`src/rtl/signed_diff_accumulator.sv`:
```
// signed_diff_accumulator
// Sums N_SAMPLES signed 5-bit differences per frame into a signed ACC_W-bit total.
// A frame begins with a start pulse in IDLE. It then accepts diffs in ACCUM.
// In DONE it presents the sum for one cycle with acc_valid high.
// Optional feature macro: SIGNED_DIFF_ACC_SAT_EN
//   defined   -> each addition saturates and sat_flag is sticky for the frame
//   undefined -> additions wrap modulo 2^ACC_W and sat_flag is tied to 0
//
// Handshake: a diff is consumed on a rising edge only when diff_valid and
// diff_ready are both 1. diff_ready is a pure decode of the state: it is 1
// exactly in ACCUM and never depends on diff_valid. Low diff_valid in ACCUM
// stalls the frame without side effects.
module signed_diff_accumulator #(
    parameter int N_SAMPLES = 4,
    parameter int ACC_W     = 8
) (
    input  logic                    clk,
    input  logic                    rst_n,
    input  logic                    start,
    input  logic signed [4:0]       diff,
    input  logic                    diff_valid,
    output logic                    diff_ready,
    output logic signed [ACC_W-1:0] acc_out,
    output logic                    acc_valid,
    output logic                    sat_flag,
    output logic                    busy,
    output logic [1:0]              fsm_state
);

    localparam logic [1:0] S_IDLE  = 2'd0;
    localparam logic [1:0] S_ACCUM = 2'd1;
    localparam logic [1:0] S_DONE  = 2'd2;

    // Counter value that marks the final sample of the frame.
    localparam logic [7:0] LAST_IDX = 8'(N_SAMPLES - 1);

    logic [1:0]              state;
    logic [7:0]              cnt;
    logic                    accept;
    logic signed [ACC_W-1:0] next_acc;
    logic                    clamp;

    assign accept     = (state == S_ACCUM) && diff_valid;
    assign diff_ready = (state == S_ACCUM);
    assign acc_valid  = (state == S_DONE);
    assign busy       = (state != S_IDLE);
    assign fsm_state  = state;

`ifdef SIGNED_DIFF_ACC_SAT_EN
    localparam logic signed [ACC_W-1:0] ACC_MAX = {1'b0, {(ACC_W-1){1'b1}}};
    localparam logic signed [ACC_W-1:0] ACC_MIN = {1'b1, {(ACC_W-1){1'b0}}};

    logic signed [ACC_W:0] sum_wide;
    logic                  sat_q;

    // Add with one guard bit. A guard bit that disagrees with the sign bit
    // means overflow, so the result is clamped toward the sign of the true sum.
    always_comb begin
        sum_wide = {acc_out[ACC_W-1], acc_out} + {{(ACC_W-4){diff[4]}}, diff};
        clamp    = 1'b0;
        next_acc = sum_wide[ACC_W-1:0];
        if (sum_wide[ACC_W] != sum_wide[ACC_W-1]) begin
            clamp    = 1'b1;
            next_acc = sum_wide[ACC_W] ? ACC_MIN : ACC_MAX;
        end
    end

    // Sticky clamp indicator. It clears at frame start and holds with acc_out.
    always_ff @(posedge clk or negedge rst_n) begin
        if (!rst_n) begin
            sat_q <= 1'b0;
        end else if (state == S_IDLE && start) begin
            sat_q <= 1'b0;
        end else if (accept && clamp) begin
            sat_q <= 1'b1;
        end
    end

    assign sat_flag = sat_q;
`else
    logic signed [ACC_W-1:0] diff_ext;

    // Wrap-around addition. Dropping the guard bit gives modulo 2^ACC_W.
    always_comb begin
        diff_ext = {{(ACC_W-5){diff[4]}}, diff};
        next_acc = acc_out + diff_ext;
        clamp    = 1'b0;
    end

    assign sat_flag = clamp;
`endif

    // Frame sequencing: start in IDLE opens a frame, and the last accepted
    // sample closes it.
    always_ff @(posedge clk or negedge rst_n) begin
        if (!rst_n) begin
            state <= S_IDLE;
        end else begin
            case (state)
                S_IDLE:  if (start) state <= S_ACCUM;
                S_ACCUM: if (accept && cnt == LAST_IDX) state <= S_DONE;
                S_DONE:  state <= S_IDLE;
                default: state <= S_IDLE;
            endcase
        end
    end

    // Accumulator and sample counter. Both clear at frame start and advance
    // only on accepted diffs. acc_out holds its value outside ACCUM.
    always_ff @(posedge clk or negedge rst_n) begin
        if (!rst_n) begin
            acc_out <= '0;
            cnt     <= '0;
        end else if (state == S_IDLE && start) begin
            acc_out <= '0;
            cnt     <= '0;
        end else if (accept) begin
            acc_out <= next_acc;
            cnt     <= cnt + 8'd1;
        end
    end

endmodule

```
`config.mk`:
```
export PLATFORM = sky130hd
export DESIGN_NAME = signed_diff_accumulator
export DESIGN_NICKNAME = d
export VERILOG_FILES = /design/src/rtl/signed_diff_accumulator.sv
export SDC_FILE = /design/constraint.sdc
export NUM_CORES = 1
export LEC_CHECK = 0
export BUFFER_PORTS_ARGS = -buffer_cell sky130_fd_sc_hd__buf_2
export CAP_MARGIN = 0
export CORE_UTILIZATION = 26
export DETAILED_ROUTE_END_ITERATION = 10
export SLEW_MARGIN = 20
export SYNTH_ARGS = -nofsm -noshare
export SYNTH_HDL_FRONTEND = slang
export SYNTH_SLANG_ARGS = --single-unit
```
`constraint.sdc`:
```
create_clock -name clk -period 2.18 [get_ports clk]
set_input_delay 0.218 -clock clk [delete_from_list [all_inputs] [get_ports clk]]
set_output_delay 0.218 -clock clk [all_outputs]
set_load 0.03 [all_outputs]
```
======== After elaboration in Yosys (flattened, before gate mapping) ========
Index checks and enable logic that the tools add are counted.
Widths: inputs -> output; s select.
word-level totals
  input bits .............................. 9
  register bits ........................... 18
  output and inout bits ................... 14
  word-level logic and storage cells ...... 24
cells by class
  multiplexer cells ....................... 7
  reduce and logical (&&, ||, !) cells .... 7
  eq/ne operators ......................... 5
  add/sub/neg operators ................... 2
operators with widths
  kind                 count
  $mux 8               4
  $add 8x1->8 const B  1
  $add 8x5->8          1
  $eq 8x2->1 const B   1
  $mux 2               2
  $pmux 2 s2           1
  $reduce_bool 2->1    2
  $logic_and 1x1->1    3
  $eq 2x1->1 const B   1
  $eq 2x2->1 const B   1
  $logic_not 2->1      1
  $ne 2x1->1 const B   1
  $ne 2x2->1 const B   1
  $reduce_and 2->1     1

======== Longest topological paths before layout ========
Gate-level depths: netlist (run 1).
  word-level depth ........................ 5
  depth in mapped cells ................... 9
  depth with buffers taken out ............ 9

======== Least setup slack after synthesis (run 1) ========
No wires, ideal clock.
  kind .................................... register to register
  start ................................... register acc_out[0]
  end ..................................... register acc_out[6]
  setup time .............................. 83 ps
  period minus slack after synthesis ...... 1926 ps
  stages on the path, launching flop included .. 10
  setup slack ............................. 254 ps
  arrival time ............................ 1843 ps
  buffers on the path ..................... 0
  data required time ...................... 2097 ps
  path through ............................ dfrtp_1 -> ha_1 -> inv_1 -> fa_1 -> nor2b_1 -> nor3_1 -> o21bai_1 -> a21oi_1 -> xor2_1 -> o21ai_0
on the way
  cells in the longest elaborated chain, start to end .. 3
RTL lines
  what                    RTL line  text
  start, declared         23        output logic signed [ACC_W-1:0] acc_out,
  start signal, assigned  118       acc_out <= next_acc;
  $add 8x5->8             86        next_acc = acc_out + diff_ext;
  $mux 8                  117       end else if (accept) begin
  $mux 8                  114       end else if (state == S_IDLE && start) begin
Every way passes these cells. The select of a mux whose other input is x is not followed.
A chain may end at the register's enable or synchronous reset.

======== Worst setup path in the final report (run 1) ========
Ends and elaborated chain as after synthesis.

==> results of run 1 <==
## through the flow
step | power, W | instance area [sq um] | utilization (%)
3_5_place_dp | 0.001461 | 1236 | 30.68
4_1_cts | 0.001741 | 1301 | 32.30
5_1_grt | 0.001864 | 1301 | 32.30
6_report | 0.001723 | 1301 | 32.30
3_3_place_gp | 0.001431 | 1236 | 30.68
2_1_floorplan | 0.001243 | 1091 | -
## where the power goes
group	total, W	switching (W)	internal (W)
clock network	0.000275	0.000115	0.000160
logic	0.000897	0.000561	0.000336
registers	0.000551	0.000104	0.000446
total	0.00172	0.000780	0.000943
## cells by family (layout without fill, tap and decap cells)
logic type      Yosys count  in the layout
other cells               1              1
compound gates           25             25
flops                    18             18
mux                       1              1
simple gates             36             36
xor+xnor                 11             11
fa+ha+maj                 9              9
buf+inv                  10             33
## flip-flops by register name, indices dropped and copies added (netlist names)
register   flops
fsm_state      2
cnt            8
acc_out        8
## timing repair
| item | in CTS | in global routing |
|---|---|---|
| hold buffers | 1 | 0 |
| hold endpoints to repair | 18 | 0 |
| resized for setup | 0 | 0 |
## cell usage after synthesis
| cell type | count | area share (%) |
|---|---|---|
| nor3_1 | 1 | 0.46 |
| o21ai_1 | 1 | 0.46 |
| nor3_2 | 2 | 1.8 |
| a22o_1 | 2 | 1.6 |
| o22ai_1 | 1 | 0.57 |
| xnor2_1 | 3 | 2.4 |
| o31ai_2 | 1 | 1.1 |
| a211oi_1 | 1 | 0.69 |
| or2_2 | 1 | 0.57 |
| and2_4 | 1 | 0.80 |
| nor2_1 | 8 | 2.8 |
| buf_4 | 1 | 0.69 |
| inv_2 | 1 | 0.34 |
| inv_1 | 6 | 2.1 |
| clkbuf_1 | 1 | 0.34 |
| nand2_1 | 11 | 3.8 |
| and2b_2 | 1 | 0.80 |
| nand2b_1 | 1 | 0.57 |
| dfrtp_1 | 18 | 41 |
| conb_1 | 1 | 0.34 |
| a21oi_1 | 4 | 1.8 |
| or4_1 | 1 | 0.69 |
| nor2b_1 | 2 | 1.1 |
| mux2i_1 | 1 | 0.92 |
| ha_1 | 8 | 9.2 |
| o21bai_1 | 1 | 0.69 |
| or2_1 | 1 | 0.57 |
| xor2_1 | 8 | 6.4 |
| o21ai_0 | 11 | 5.0 |
| buf_6 | 1 | 1.0 |
| nand3_1 | 2 | 0.92 |
| nand4_1 | 2 | 1.1 |
| fa_1 | 1 | 1.8 |
| a21o_1 | 2 | 1.4 |
| nor4_4 | 1 | 1.9 |
| nand2_4 | 1 | 1.0 |
| o211ai_1 | 1 | 0.69 |
## worst min-delay path: stages
cell and delay, ps:
buf_2 80, ha_1 120, a22o_1 120
## final cells by class
class	count	area (sq um)	area share [%]
tap	50	62.56	4.808
inverter	7	26.28	2.019
multi-input combinational	83	591.8	45.48
clock buffer	4	55.05	4.231
sequential	18	450.4	34.62
timing repair buffer	22	115.1	8.846
## per-layer routing
| metal | up-vias | GRT usage (%) | wire [um] |
|---|---|---|---|
| li1 | 426 | - | - |
| met1 | 405 | 12.95 | 984 |
| met2 | 14 | 18.18 | 1067 |
| met3 | 4 | 2.055 | 87 |
| met4 | 0 | 4.787 | 40 |
| met5 | - | 0 | 0 |
## worst paths after layout
path	endpoint	slack (ps)	cells after the start
max in group asynchronous	acc_out[0]$_DFFE_PN0P_	1470	2
min in group asynchronous	fsm_state[0]$_DFFE_PN0P_	430	2
hold / removal	acc_out[0]$_DFFE_PN0P_	320	3
setup reg to reg	acc_out[6]$_DFFE_PN0P_	290	9
hold reg to reg	acc_out[5]$_DFFE_PN0P_	510	2
setup / recovery	acc_out[6]$_DFFE_PN0P_	290	9
## placed cells by master, fill, tap and decap left out, drive strengths merged
| cell | count |
|---|---|
| or2 | 2 |
| or4 | 1 |
| a22o | 2 |
| nor3 | 3 |
| nor2b | 2 |
| a21o | 2 |
| o22ai | 1 |
| xor2 | 8 |
| o31ai | 1 |
| nor4 | 1 |
| nor2 | 8 |
| o21bai | 1 |
| nand2 | 12 |
| clkbuf | 4 |
| dlygate4sd3 | 1 |
| mux2i | 1 |
| inv | 7 |
| fa | 1 |
| nand2b | 1 |
| and2b | 1 |
| nand3 | 2 |
| o21ai | 12 |
| and2 | 1 |
| ha | 8 |
| dfrtp | 18 |
| a211oi | 1 |
| conb | 1 |
| o211ai | 1 |
| a21oi | 4 |
| nand4 | 2 |
| xnor2 | 3 |
| buf | 21 |
==> impl_metrics.py, run 1 <==
metrics = {
    "status": {
        "outcome": "finished clean",
    },
    "clock_network": {
        "htreeDepth": 1,
        "cts.clk_slew.worst_paths_ps": 70,
        "numCtsBuffers": 3,
        "cts_tree": "built",
        "post_cts_buffers": 0,
        "insertion_delay_ps": 250,
        "clock_path_buffers": 2,
        "cts-root-buf": "clkbuf_8",
        "cts_sinks": 18,
    },
    "synthesis": {
        "synth-warning-count": 0,
        "yosysUniqueCellTypes": 37,
        "synthAdderAreaFrac_pct": 11.01,
        "synthMuxAreaShare_pct": 0.9174,
        "synth_compound_area_share_pct": 14.11,
        "synth_fp_nets": 129,
        "syn_avg_cell_area_sq_um": 9.829,
        "syn_inst": 111,
        "synth_area_sq_um": 1091,
        "ys_ff_latch": 18,
        "synth-simple-area-share_pct": 19.04,
        "ys_seq_area_share_pct": 41.28,
        "synth-xor-area-share_pct": 8.830,
        "synth_top_family_by_area": "simple AND/OR/NAND/NOR gates",
    },
    "place": {
        "dp_hpwl_um": 1671,
        "port_buffers": 21,
        "gp_congestion": 0.7726,
        "post-place-cells": 179,
        "detailedPlace.worstSlack_ps": 300.3,
    },
    "timing": {
        "layout_setup_ws_ps": 292.3,
        "finalSetupViolCount": 0,
        "period_needed_ps": 1888,
        "tns_ps": 0,
        "post-route-period-util_pct": 86.59,
        "finClkSkew_ps": 1.008,
        "rsz0062_at_grt": "false",
        "fmax_mhz": 529.8,
        "hold_viol": 0,
        "slew_violations": 0,
        "timing.hold.ws_ps": 319.9,
    },
    "route": {
        "drtIter0Drc": 30,
        "routedWlPerCell_um": 11.84,
        "first_pass_iters": 3,
        "vias": 849,
        "via_per_inst": 4.614,
        "drt_wl_total_um": 2179,
        "drc": 0,
        "ant_nets": 0,
    },
    "final_layout": {
        "diodes": 0,
        "nets": 153,
        "layout-drive-gt1-share_pct": 25.37,
        "fin_cells": 184,
        "area_growth_pct": 19.27,
        "fillers": 436,
    },
    "global_route": {
        "grt_pass1_vias": 816,
        "grt_first_pass_wirelength_um": 3560,
        "grtUsageTotal_pct": 10.71,
        "overflow": 0,
        "grt_max_degree": 19,
        "antenna_found_initial": 0,
    },
    "power_and_ir_drop": {
        "peakVddDrop_v": 0.0002634,
        "p_leak_nw": 0.6264,
        "p_per_area_nw_per_um2": 1324,
    },
    "critical_path": {
        "critPathArrivalTime_ps": 2060,
        "crit_path_start": "acc_out[0]$_DFFE_PN0P_",
        "critical-path-max-stage-delay_ps": 400,
        "crit_path_max_fanout": 3,
        "crit_slowest_cell": "fa_1",
        "worstSetupStartpointType": "flop",
        "cp_top_family": "adder cells",
        "reg2reg_from": "acc_out[0]$_DFFE_PN0P_",
        "worstPathCellList": "ha_1, inv_1, fa_1, nor2b_1, nor3_1, o21bai_1, a21oi_1, xor2_1, o21ai_0",
        "cp-end-kind": "flop",
        "cp.required_ps": 2360,
        "crit_type": "reg -> reg",
        "path_buf_inv": 1,
    },
    "floorplanning": {
        "dieArea_sq_um": 4460,
        "die_w_um": 66.78,
        "core_area_sq_um": 4029,
        "rows": 23,
        "pin_count": 23,
        "initial_core_util_pct": 27.08,
        "die_h_um": 66.78,
    },
    "min_path": {
        "min_path_type": "in -> reg",
        "worstHoldStart": "diff[0]",
    },
    "job": {
        "drv_cap": 0,
    },
}
Power figures use the tool's default switching activity.
==> run 2, diff against run 1 <==
--- a/config.mk
+++ b/config.mk
@@ -9,6 +9,7 @@
 export CAP_MARGIN = 0
 export CORE_UTILIZATION = 26
 export DETAILED_ROUTE_END_ITERATION = 10
+export PLACE_DENSITY_LB_ADDON = 0.25
 export SLEW_MARGIN = 20
 export SYNTH_ARGS = -nofsm -noshare
 export SYNTH_HDL_FRONTEND = slang
==> impl_metrics.py, run 2 (synthesis results as in run 1) <==
metrics = {
    "floorplanning": {
        "die_w_um": 66.78,
        "initial_core_util_pct": 27.08,
        "pin_count": 23,
        "rows": 23,
        "core_area_sq_um": 4029,
        "dieArea_sq_um": 4460,
        "die_h_um": 66.78,
    },
    "place": {
        "dp_hpwl_um": 1616,
        "port_buffers": 21,
        "detailedPlace.worstSlack_ps": 285.6,
        "gp_congestion": 0.7634,
        "placed_cell_area_sq_um": 1244,
    },
    "job": {
        "drv_cap": 0,
    },
    "timing": {
        "fmax_mhz": 523.3,
        "slew_violations": 0,
        "layout_setup_ws_ps": 269.0,
        "finalSetupViolCount": 0,
        "rsz0062_at_grt": "false",
        "tns_ps": 0,
        "finClkSkew_ps": 8.007,
        "hold_viol": 0,
        "period_needed_ps": 1911,
        "post-route-period-util_pct": 87.66,
    },
    "route": {
        "vias": 840,
        "drtIter0Drc": 17,
        "drc": 0,
        "first_pass_iters": 4,
        "drt_wl_total_um": 2166,
        "routedWlPerCell_um": 11.71,
        "via_per_inst": 4.541,
        "ant_nets": 0,
    },
    "global_route": {
        "grt_first_pass_wirelength_um": 3477,
        "grtUsageTotal_pct": 10.43,
        "overflow": 0,
        "antenna_found_initial": 0,
        "grt_max_degree": 19,
        "grt_pass1_vias": 806,
    },
    "critical_path": {
        "crit_type": "reg -> reg",
        "cp.required_ps": 2360,
        "critPathArrivalTime_ps": 2090,
        "crit_path_max_fanout": 3,
        "cp-end-kind": "flop",
        "worstSetupStartpointType": "flop",
    },
    "final_layout": {
        "final_common_cell": "buf_2",
        "area_growth_pct": 19.95,
        "fin_util_pct": 32.48,
        "final_cell_area_sq_um": 1309,
        "layout-drive-gt1-share_pct": 25.93,
        "diodes": 0,
        "final_cell_mix": "buf_2, dfrtp_1, nand2_1, o21ai_0",
        "nets": 154,
    },
    "power_and_ir_drop": {
        "peakVddDrop_v": 0.0003390,
        "finalPower_w": 0.001733,
        "p_leak_nw": 0.6312,
        "p_per_area_nw_per_um2": 1324,
    },
    "clock_network": {
        "post_cts_buffers": 0,
        "cts.clk_slew.worst_paths_ps": 70,
        "cts_sinks": 18,
        "clock_path_buffers": 2,
        "numCtsBuffers": 3,
        "cts_tree": "built",
        "htreeDepth": 1,
        "insertion_delay_ps": 250,
        "cts-root-buf": "clkbuf_8",
    },
    "status": {
        "outcome": "finished clean",
    },
    "min_path": {
        "min_path_type": "in -> reg",
    },
}
## run 2: changes by cell type in the layout (fill, tap and decap cells not counted)
cell,delta
buf_4,+1
## run 2: per-layer routing
layer	GRT usage, %	up-vias	wire length (um)
met3	1.199	6	34
li1	-	427	-
met5	0	-	0
met2	17.55	11	1062
met1	12.64	396	1011
met4	6.117	0	57
## run 2: area by class of cell
type                    count  area (sq um)
flip-flops and latches     18         450.4
clock buffers               4         55.05
multi-input cells          83         591.8
repair buffers             23         122.6
inverters                   7         26.28
well taps                  50         62.56
fillers                   434          2720
## run 2: through the flow
step / std cells / hold slack (ps)
floorplan: 111 / -77.59
global placement: 180 / 176.6
detailed placement: 180 / 181.0
CTS: 185 / 325.9
global route: 185 / 339.4
finish: 185 / 332.9
## run 2: path summary, 6_finish.rpt
kind	from	end	slack (ps)	depth (start not counted)
min reg2reg	cnt[7]$_DFFE_PN0P_	fsm_state[1]$_DFFE_PN0P_	510	1
max	acc_out[0]$_DFFE_PN0P_	acc_out[6]$_DFFE_PN0P_	270	9
min	diff[0]	acc_out[0]$_DFFE_PN0P_	330	3
min in group asynchronous	rst_n	cnt[4]$_DFFE_PN0P_	440	2
max reg2reg	acc_out[0]$_DFFE_PN0P_	acc_out[6]$_DFFE_PN0P_	270	9
max in group asynchronous	rst_n	cnt[5]$_DFFE_PN0P_	1440	2
## run 2: what timing repair did
action / CTS / global route
hold buffers: 1 / 0
resized for setup: 0 / 0
endpoints found under the hold margin: 18 / 0
## run 2: power by group
part	internal [W]	switching, W	leakage, nW
Sequential	0.000446	0.0000998	0.233
Combinational	0.000345	0.000568	0.369
Clock	0.000160	0.000114	0.0288
Total	0.000952	0.000782	0.631
## run 2: critical path, cell delays in order (launching register included)
cell	delay [ps]
dfrtp_1	380
ha_1	210
inv_1	60
fa_1	410
nor2b_1	180
nor3_1	80
o21bai_1	140
a21oi_1	90
xor2_1	140
o21ai_0	140
